### src/rtl/wb_des_pkg.sv
// Shared constants for the Wishbone DES controller: register map, CTRL/STATUS
// bit positions, FSM encoding and the default register window base.
package wb_des_pkg;

    localparam logic [31:0] BASE_ADDR_DEFAULT = 32'h3000_0000;

    localparam logic [2:0] OFF_KEY_LO  = 3'd0;
    localparam logic [2:0] OFF_KEY_HI  = 3'd1;
    localparam logic [2:0] OFF_DIN_LO  = 3'd2;
    localparam logic [2:0] OFF_DIN_HI  = 3'd3;
    localparam logic [2:0] OFF_CTRL    = 3'd4;
    localparam logic [2:0] OFF_STATUS  = 3'd5;
    localparam logic [2:0] OFF_DOUT_LO = 3'd6;
    localparam logic [2:0] OFF_DOUT_HI = 3'd7;

    localparam int CTRL_START   = 0;
    localparam int CTRL_DECRYPT = 1;
    localparam int CTRL_IE      = 2;

    localparam int STAT_BUSY = 0;
    localparam int STAT_DONE = 1;

    typedef enum logic [1:0] {
        ST_IDLE  = 2'd0,
        ST_START = 2'd1,
        ST_WAIT  = 2'd2
    } des_state_t;

    // Merge new_val into old_val only on the byte lanes enabled in be.
    function automatic logic [31:0] apply_be(input logic [31:0] old_val,
                                             input logic [31:0] new_val,
                                             input logic [3:0]  be);
        logic [31:0] merged;
        merged = old_val;
        for (int b = 0; b < 4; b++) begin
            if (be[b]) merged[b*8 +: 8] = new_val[b*8 +: 8];
        end
        return merged;
    endfunction

endpackage

### src/rtl/wb_des_regfile.sv
// Byte-enabled KEY/DIN storage plus the DOUT capture register for the DES
// controller; the caller decides when writes are permitted.
module wb_des_regfile
    import wb_des_pkg::*;
(
    input  logic        clock,
    input  logic        reset,
    input  logic        wr_en,
    input  logic [2:0]  wr_off,
    input  logic [31:0] wr_data,
    input  logic [3:0]  wr_sel,
    input  logic        dout_load,
    input  logic [63:0] dout_in,
    output logic [63:0] key,
    output logic [63:0] din,
    output logic [63:0] dout
);

    logic [31:0] key_lo, key_hi, din_lo, din_hi;
    logic [63:0] dout_q;

    always_ff @(posedge clock) begin
        if (reset) begin
            key_lo <= '0;
            key_hi <= '0;
            din_lo <= '0;
            din_hi <= '0;
            dout_q <= '0;
        end else begin
            if (wr_en) begin
                case (wr_off)
                    OFF_KEY_LO: key_lo <= apply_be(key_lo, wr_data, wr_sel);
                    OFF_KEY_HI: key_hi <= apply_be(key_hi, wr_data, wr_sel);
                    OFF_DIN_LO: din_lo <= apply_be(din_lo, wr_data, wr_sel);
                    OFF_DIN_HI: din_hi <= apply_be(din_hi, wr_data, wr_sel);
                    default: ;
                endcase
            end
            if (dout_load) dout_q <= dout_in;
        end
    end

    assign key  = {key_hi, key_lo};
    assign din  = {din_hi, din_lo};
    assign dout = dout_q;

endmodule

### src/rtl/wb_des_ctrl.sv
// Wishbone classic slave front-end that loads and launches an external DES core.
// Define WB_DES_IRQ_EN to build the completion interrupt (CTRL.IE and irq_o).
module wb_des_ctrl
    import wb_des_pkg::*;
#(
    parameter logic [31:0] BASE_ADDR = BASE_ADDR_DEFAULT
)
(
    input  logic        wb_clk_i,
    input  logic        wb_rst_i,
    input  logic        wbs_cyc_i,
    input  logic        wbs_stb_i,
    input  logic        wbs_we_i,
    input  logic [3:0]  wbs_sel_i,
    input  logic [31:0] wbs_adr_i,
    input  logic [31:0] wbs_dat_i,
    output logic        wbs_ack_o,
    output logic [31:0] wbs_dat_o,
    output logic [63:0] des_key_o,
    output logic [63:0] des_data_o,
    output logic        des_decrypt_o,
    output logic        des_start_o,
    input  logic        des_done_i,
    input  logic [63:0] des_result_i,
    output logic        irq_o
);

    des_state_t  state_q, state_d;
    logic        ack_q;
    logic [31:0] rdata_q, read_mux;
    logic        decrypt_q, done_q, ie_bit;
    logic [63:0] dout;
    logic [2:0]  off;
    logic        req_hit, access, wr_acc, busy;
    logic        ctrl_wr, status_wr, start_req, done_evt;
    logic        unused_adr_bits;

    assign off       = wbs_adr_i[4:2];
    assign req_hit   = wbs_cyc_i & wbs_stb_i & (wbs_adr_i[31:5] == BASE_ADDR[31:5]);
    // A select still held during its own ack cycle is not taken as a new request.
    assign access    = req_hit & ~ack_q;
    assign wr_acc    = access & wbs_we_i;
    assign busy      = (state_q != ST_IDLE);
    assign ctrl_wr   = wr_acc & (off == OFF_CTRL) & wbs_sel_i[0];
    assign status_wr = wr_acc & (off == OFF_STATUS) & wbs_sel_i[0];
    assign start_req = ctrl_wr & wbs_dat_i[CTRL_START] & ~busy;
    assign done_evt  = (state_q == ST_WAIT) & des_done_i;

    assign unused_adr_bits = &{1'b0, wbs_adr_i[1:0]};

    wb_des_regfile u_regfile (
        .clock     (wb_clk_i),
        .reset     (wb_rst_i),
        .wr_en     (wr_acc & ~busy),
        .wr_off    (off),
        .wr_data   (wbs_dat_i),
        .wr_sel    (wbs_sel_i),
        .dout_load (done_evt),
        .dout_in   (des_result_i),
        .key       (des_key_o),
        .din       (des_data_o),
        .dout      (dout)
    );

    always_comb begin
        state_d     = state_q;
        des_start_o = 1'b0;
        case (state_q)
            ST_IDLE:  if (start_req) state_d = ST_START;
            ST_START: begin
                des_start_o = 1'b1;
                state_d     = ST_WAIT;
            end
            ST_WAIT:  if (des_done_i) state_d = ST_IDLE;
            default:  state_d = ST_IDLE;
        endcase
    end

    always_comb begin
        read_mux = '0;
        case (off)
            OFF_KEY_LO:  read_mux = des_key_o[31:0];
            OFF_KEY_HI:  read_mux = des_key_o[63:32];
            OFF_DIN_LO:  read_mux = des_data_o[31:0];
            OFF_DIN_HI:  read_mux = des_data_o[63:32];
            OFF_CTRL: begin
                read_mux[CTRL_DECRYPT] = decrypt_q;
                read_mux[CTRL_IE]      = ie_bit;
            end
            OFF_STATUS: begin
                read_mux[STAT_BUSY] = busy;
                read_mux[STAT_DONE] = done_q;
            end
            OFF_DOUT_LO: read_mux = dout[31:0];
            OFF_DOUT_HI: read_mux = dout[63:32];
            default:     read_mux = '0;
        endcase
    end

    // Completion sets DONE ahead of any clear arriving on the same edge.
    always_ff @(posedge wb_clk_i) begin
        if (wb_rst_i) begin
            state_q   <= ST_IDLE;
            ack_q     <= 1'b0;
            rdata_q   <= '0;
            decrypt_q <= 1'b0;
            done_q    <= 1'b0;
        end else begin
            state_q <= state_d;
            ack_q   <= access;
            rdata_q <= (access & ~wbs_we_i) ? read_mux : '0;
            if (ctrl_wr & ~busy) decrypt_q <= wbs_dat_i[CTRL_DECRYPT];
            if (done_evt)
                done_q <= 1'b1;
            else if (start_req)
                done_q <= 1'b0;
            else if (status_wr & wbs_dat_i[STAT_DONE])
                done_q <= 1'b0;
        end
    end

`ifdef WB_DES_IRQ_EN
    logic ie_q, irq_q;

    always_ff @(posedge wb_clk_i) begin
        if (wb_rst_i) begin
            ie_q  <= 1'b0;
            irq_q <= 1'b0;
        end else begin
            if (ctrl_wr) ie_q <= wbs_dat_i[CTRL_IE];
            irq_q <= done_q & ie_q;
        end
    end

    assign ie_bit = ie_q;
    assign irq_o  = irq_q;
`else
    assign ie_bit = 1'b0;
    assign irq_o  = 1'b0;
`endif

    assign wbs_ack_o     = ack_q;
    assign wbs_dat_o     = rdata_q;
    assign des_decrypt_o = decrypt_q;

endmodule

### config.mk
export PLATFORM = sky130hd
export DESIGN_NAME = wb_des_ctrl
export DESIGN_NICKNAME = d
export VERILOG_FILES = /design/src/rtl/wb_des_pkg.sv /design/src/rtl/wb_des_regfile.sv /design/src/rtl/wb_des_ctrl.sv
export SDC_FILE = /design/constraint.sdc
export NUM_CORES = 1
export LEC_CHECK = 0
export BUFFER_PORTS_ARGS = -buffer_cell sky130_fd_sc_hd__buf_2
export CAP_MARGIN = 15
export CORE_MARGIN = 3
export CORE_UTILIZATION = 25
export CTS_CLUSTER_DIAMETER = 100
export DETAILED_ROUTE_END_ITERATION = 8
export PLACE_DENSITY_LB_ADDON = 0.12
export REMOVE_ABC_BUFFERS = 1
export SLEW_MARGIN = 10
export SYNTH_ARGS = -nofsm -noshare
export SYNTH_HDL_FRONTEND = slang
export SYNTH_HIERARCHICAL = 1
export SYNTH_SLANG_ARGS = --single-unit
### constraint.sdc
create_clock -name wb_clk_i -period 2.64 [get_ports wb_clk_i]
set_clock_uncertainty 0.2 [all_clocks]
set_input_delay 0.528 -clock wb_clk_i [delete_from_list [all_inputs] [get_ports wb_clk_i]]
set_output_delay 0.528 -clock wb_clk_i [all_outputs]
set_load 0.1 [all_outputs]
==> results of run 1 <==
==> sequential cells by signal, summed over array words and instances (netlist names) <==
name	count
u_regfile/key_hi	32
des_decrypt_o	1
u_regfile/din_lo	32
wbs_dat_o	32
done_q	1
u_regfile/key_lo	32
u_regfile/dout	64
u_regfile/din_hi	32
state_q	2
wbs_ack_o	1
==> synth_stat cells (2+ instances only) <==
library cell | instances | area (sq um)
o2bb2ai_1 | 16 | 140.1
nor2_1 | 91 | 341.6
o221ai_1 | 4 | 35.03
a22o_1 | 27 | 236.5
or4_1 | 2 | 15.01
nand4_1 | 4 | 25.02
mux4_2 | 2 | 45.04
nor3_1 | 4 | 20.02
and3_1 | 2 | 12.51
inv_1 | 3 | 11.26
and2_1 | 3 | 18.77
nor2b_1 | 17 | 106.4
clkbuf_1 | 34 | 127.6
buf_2 | 31 | 155.2
dfxtp_1 | 229 | 4584
nor4bb_1 | 2 | 20.02
mux2i_1 | 207 | 2072
mux2_2 | 23 | 259.0
nor4b_2 | 2 | 30.03
a21oi_1 | 11 | 55.05
buf_1 | 2 | 7.510
a221oi_1 | 3 | 26.28
nor4_1 | 6 | 37.54
nor4b_1 | 3 | 26.28
nand2_1 | 25 | 93.84
a22oi_1 | 15 | 112.6
nand2b_1 | 156 | 975.9
a222oi_1 | 14 | 140.1
o21ai_0 | 18 | 90.09
==> final cells by class <==
class,instances,share of cell area [%]
clock inverters,5,0.4054
repair buffers,402,18.89
diodes,1,0.01802
flip-flops and latches,229,33.01
well taps,518,4.667
clock buffers,44,6.207
inverters,4,0.1081
multi-input cells,670,36.69
==> per-stage QoR <==
step | TNS [ns] | instances | utilization, % | setup WS, ns
floorplan | -53.05 | 903 | - | -0.8399
global placement | -19.93 | 1782 | 32.15 | -0.4364
detailed placement | -16.81 | 1782 | 32.15 | -0.3687
CTS | 0 | 1872 | 35.56 | 0.08969
global route | 0 | 1873 | 35.60 | 0.02573
finish | 0 | 1873 | 35.60 | 0.2411
==> worst register-to-register path: stages, from the launching register on <==
cell,delay [ns]
dfxtp_1,0.31
nor4_1,0.15
nand4_1,0.16
nor2_1,0.22
and3_1,0.20
buf_4,0.15
nor4bb_4,0.24
buf_4,0.17
and2_1,0.17
buf_12,0.16
mux2i_1,0.19
==> worst max-delay path by stage <==
stage	depth (start not counted)	startpoint	slack (ns)	end
6_report	10	wbs_ack_o$_SDFF_PP0_	0.24	u_regfile/key_hi[30]$_SDFFE_PP0P_
5_1_grt	10	wbs_ack_o$_SDFF_PP0_	0.03	u_regfile/key_hi[30]$_SDFFE_PP0P_
4_1_cts	10	wbs_ack_o$_SDFF_PP0_	0.09	u_regfile/key_hi[30]$_SDFFE_PP0P_
3_5_place_dp	11	wbs_adr_i[14]	-0.37	u_regfile/key_hi[30]$_SDFFE_PP0P_
3_3_place_gp	11	wbs_adr_i[6]	-0.44	u_regfile/key_hi[31]$_SDFFE_PP0P_
2_1_floorplan	3	des_done_i	-0.84	done_q$_SDFFE_PP0P_
==> power groups by stage <==
stage	combinational [uW]	sequential (uW)	clock, uW
after CTS	502	3460	3980
after detailed placement	453	3530	0
after global placement	454	3530	0
final	490	3460	3830
after global routing	534	3450	4110
after floorplan	118	3530	0
==> cell families (layout without fill, tap and decap cells) <==
group	Yosys count	count (layout)	synth area share (%)
AND/OR/NAND/NOR	327	327	18.27
multiplexers	232	232	23.86
flip-flops	229	229	46.03
AO/OA/AOI/OAI	110	110	8.555
buffers and inverters	73	455	3.254
other	1	2	0.03765
==> layer usage <==
layer / share of wire, % / track usage [%]
met1: 45 / 22.90
met2: 47 / 29.05
met3: 5.5 / 3.560
met4: 1.8 / 3.612
met5: 0.061 / 0
==> what timing repair did <==
action	CTS	global route
setup endpoints to repair	0	24
gates resized for setup	0	2
hold buffers	41	0
hold endpoints to repair	41	0
==> impl_metrics.ini, run 1 <==
[global_routing]
grt_pass1_vias = 8744
grt.total_usage_pct = 17.27
grt_max_degree = 127
grt.overflow.total = 0
grt_pass1_wl_mm = 55.54
antenna_found_initial = 3

[cells_and_area]
stdcell_area_sq_um = 13890
area_growth_pct = 39.45
multi_input_area_sq_um = 5096
final_common_cell = buf_2
ff_latch_area_sq_um = 4584
drive_gt1_share_pct = 32.64
final_nets = 1474
layout_common_cells = buf_2 (295), dfxtp_1 (229), mux2i_1 (207)
fillers = 3971

[timing]
setup_violations = 0
finalHoldViolCount = 0
layout_worst_path_cycle_share_pct = 90.87
relSlewSlack_pct = 61.68
tightest_slew_ns = 0.5748
fmax_mhz = 416.9
period_needed_ns = 2.399
rsz0062_at_grt = false
fin_hold_ws_ns = 0.02406
slew_violations = 0

[detailed_routing]
viasPerCell = 4.510
totalWireLength_mm = 37.74
ant_nets = 0
drc = 0
route.vias.total = 8448
drt_iter0_drc = 369
first_pass_iters = 6
wl_per_cell_microns = 20.15

[pwr]
powerDensity_nw_per_um2 = 559.7
p_int_uw = 5995
power_frac_comb_pct = 6.3
power_uw = 7774
swShare_pct = 22.88
switchingPower_uw = 1778
leakagePower_uw = 0.006266
seqPwrFrac_pct = 44.5
p_clk_share_pct = 49.2
ir_worst_vdd_v = 0.0004379

[cts]
cts_buffers = 29
cts_buffer_depth = 3
cts-root-buf = clkbuf_16
clock_latency_ns = 0.55
post_cts_buffers = 0
cts.sink_count = 229
clkTransAtPathRegs_ns = 0.06
cts_tree = yes
h-tree-depth = 1

[setup_path]
crit_buf_inv = 3
r2r_end = u_regfile/key_hi[30]$_SDFFE_PP0P_
worst-r2r-cell-count = 10
reg2reg_slack_ns = 0.24
crit_family = simple AND/OR/NAND/NOR gates
worstReg2RegStart = wbs_ack_o$_SDFF_PP0_
cpPeakStageDelay_ns = 0.31
crit_path_frequent_cell = buf_4
cp.required_ns = 2.91
critPathSlowestCell = dfxtp_1
critPathKind = register to register
crit_path_max_fanout = 8
worstSetupStartpointType = register
crit_arrival_ns = 2.66
cp-end-kind = register
crit_chain = nor4_1 -> nand4_1 -> nor2_1 -> and3_1 -> buf_4 -> nor4bb_4 -> buf_4 -> and2_1 -> buf_12 -> mux2i_1

[synth]
synth-seq-area-share_pct = 46.03
synth_edf_count = 0
async_flop_share_pct = 0
synth-main-ff-cell = dfxtp_1
synth_cell_types = 45
ys_ff_latch = 229
synthCells = 972
syn_area_sq_um = 9960
postSynthAreaPerCell_sq_um = 10.25
synth_warnings = 6

[floorplanning]
start_util_pct = 25.53
die_x_microns = 205.6
die-area_sq_um = 42270
row_count = 72
die_y_microns = 205.6
core_sq_um = 39010
io_pins = 302

[job]
drv_cap = 0

[placed_design]
place_congestion = 0.7471
hpwl_mm = 26.31
placement.cell_area_sq_um = 12540
numPortBuffers = 298

[worst_hold_path]
hold_end = u_regfile/dout[33]$_SDFFE_PP0P_
hp-start = des_result_i[33]
min_path_cells = 3
hold_class = input port to register

[run_status]
status = finished, final reports clean
(Power assumes the default switching activity.)
==> inputs of run 2 (changes only) <==
CORE_ASPECT_RATIO = 2   (was not set)
==> impl_metrics.ini, run 2 (synthesis results as in run 1) <==
[run_status]
status = finished, final reports clean

[floorplanning]
start_util_pct = 25.50
row_count = 102
core_sq_um = 39050
die-area_sq_um = 42410
die_x_microns = 147.1
die_y_microns = 288.3
io_pins = 302

[pwr]
p_clk_share_pct = 49.4
power_frac_comb_pct = 5.8
leakagePower_uw = 0.006081
power_uw = 7712
ir_worst_vdd_v = 0.0004526
p_int_uw = 5965
swShare_pct = 22.65
powerDensity_nw_per_um2 = 573.5
seqPwrFrac_pct = 44.8
switchingPower_uw = 1747

[cts]
cts_tree = yes
clock_latency_ns = 0.53
holdBufCountCts = 0
post_cts_buffers = 0
cts.sink_count = 229
cts-root-buf = clkbuf_16
h-tree-depth = 1
cts_buffers = 25
clkTransAtPathRegs_ns = 0.07
cts_buffer_depth = 3

[timing]
finalHoldViolCount = 0
tightest_slew_ns = 0.9135
relSlewSlack_pct = 38.97
fmax_mhz = 421.4
slew_violations = 0
period_needed_ns = 2.373
fin_hold_ws_ns = 0.02533
rsz0062_at_grt = false
setup_violations = 0
layout_worst_path_cycle_share_pct = 89.90
setup_tns_ns = 0

[detailed_routing]
drt_iter0_drc = 402
drc = 0
viasPerCell = 4.600
wl_per_cell_microns = 21.46
totalWireLength_mm = 39.21
route.vias.total = 8404
first_pass_iters = 5
ant_nets = 0

[global_routing]
use_met1_pct = 19.32
grt_pass1_wl_mm = 57.28
antenna_found_initial = 4
grt.overflow.total = 0
grt.total_usage_pct = 17.75
top_usage_layer = met2
grtUsageMet2_pct = 34.12
grt_pass1_vias = 8681
grt_max_degree = 129
grtUsageMet3_pct = 3.172

[setup_path]
cp-end-kind = register
critPathKind = register to register
crit_arrival_ns = 2.63
cp.required_ns = 2.89
worstSetupStartpointType = register
crit_path_max_fanout = 8

[worst_hold_path]
hold_class = input port to register

[cells_and_area]
final_nets = 1425
finalNonFillerCells = 1827
area_growth_pct = 35.01
fillers = 4110
stdcell_area_sq_um = 13450
largest_reg_flops = 64
layout_common_cells = buf_2 (295), dfxtp_1 (229), mux2i_1 (207)
final_common_cell = buf_2
drive_gt1_share_pct = 33.72

[placed_design]
placed_cells = 1780
place_congestion = 0.7352
hpwl_mm = 27.79
placement.cell_area_sq_um = 12530
numPortBuffers = 298

[job]
drv_cap = 0
[run 2: critical path, cell delays in order (launching register included)]
cell,delay [ns]
dfxtp_1,0.31
nor4_1,0.20
nand4_1,0.16
nor2_1,0.20
and3_2,0.28
nor4bb_4,0.26
buf_4,0.16
and2_1,0.17
buf_12,0.15
mux2i_1,0.19
[run 2: worst paths after layout]
check | from | end | slack [ns] | cells past startpoint
max | wbs_ack_o$_SDFF_PP0_ | u_regfile/key_hi[30]$_SDFFE_PP0P_ | 0.27 | 9
min | des_result_i[43] | u_regfile/dout[43]$_SDFFE_PP0P_ | 0.03 | 3
max reg2reg | wbs_ack_o$_SDFF_PP0_ | u_regfile/key_hi[30]$_SDFFE_PP0P_ | 0.27 | 9
min reg2reg | u_regfile/key_hi[17]$_SDFFE_PP0P_ | u_regfile/key_hi[17]$_SDFFE_PP0P_ | 0.29 | 2
[run 2: power groups by stage]
| stage | registers (uW) | logic (uW) | clock network [uW] |
|---|---|---|---|
| 3_5_place_dp | 3530 | 457 | 0 |
| 5_1_grt | 3450 | 483 | 4070 |
| 3_3_place_gp | 3530 | 456 | 0 |
| 4_1_cts | 3450 | 458 | 3940 |
| 6_report | 3450 | 448 | 3810 |
| 2_1_floorplan | 3530 | 118 | 0 |
[run 2: timing repair]
action	in CTS	in global routing
gates cloned	0	0
endpoints found under the setup margin	4	29
resized for setup	1	2
[run 2: layer usage]
layer  share of wire, %  vias up
met5              0.033        -
met4                3.3        2
met3                5.3       52
met2                 54      264
met1                 38     4032
li1                   -     4054
[run 2: stage by stage]
step                      utilization, %  worst slack (ns)
after floorplan                        -           -0.8399
after global placement             32.08           -0.4229
after detailed placement           32.08           -0.4226
after CTS                          34.39           0.07687
after global routing               34.43           0.01003
final                              34.43            0.2667
[run 2: final cells by class]
cell class                      count  area [sq um]  share of cell area [%]
Timing Repair Buffer              357          2196                   16.33
Clock inverter                      7         113.9                  0.8467
Multi-Input combinational cell    670          5097                   37.91
Antenna cell                        2         5.005                 0.03722
Clock buffer                       38         784.5                   5.834
Inverter                            4         15.01                  0.1117
Sequential cell                   229          4584                   34.09
Tap cell                          520         650.6                   4.839
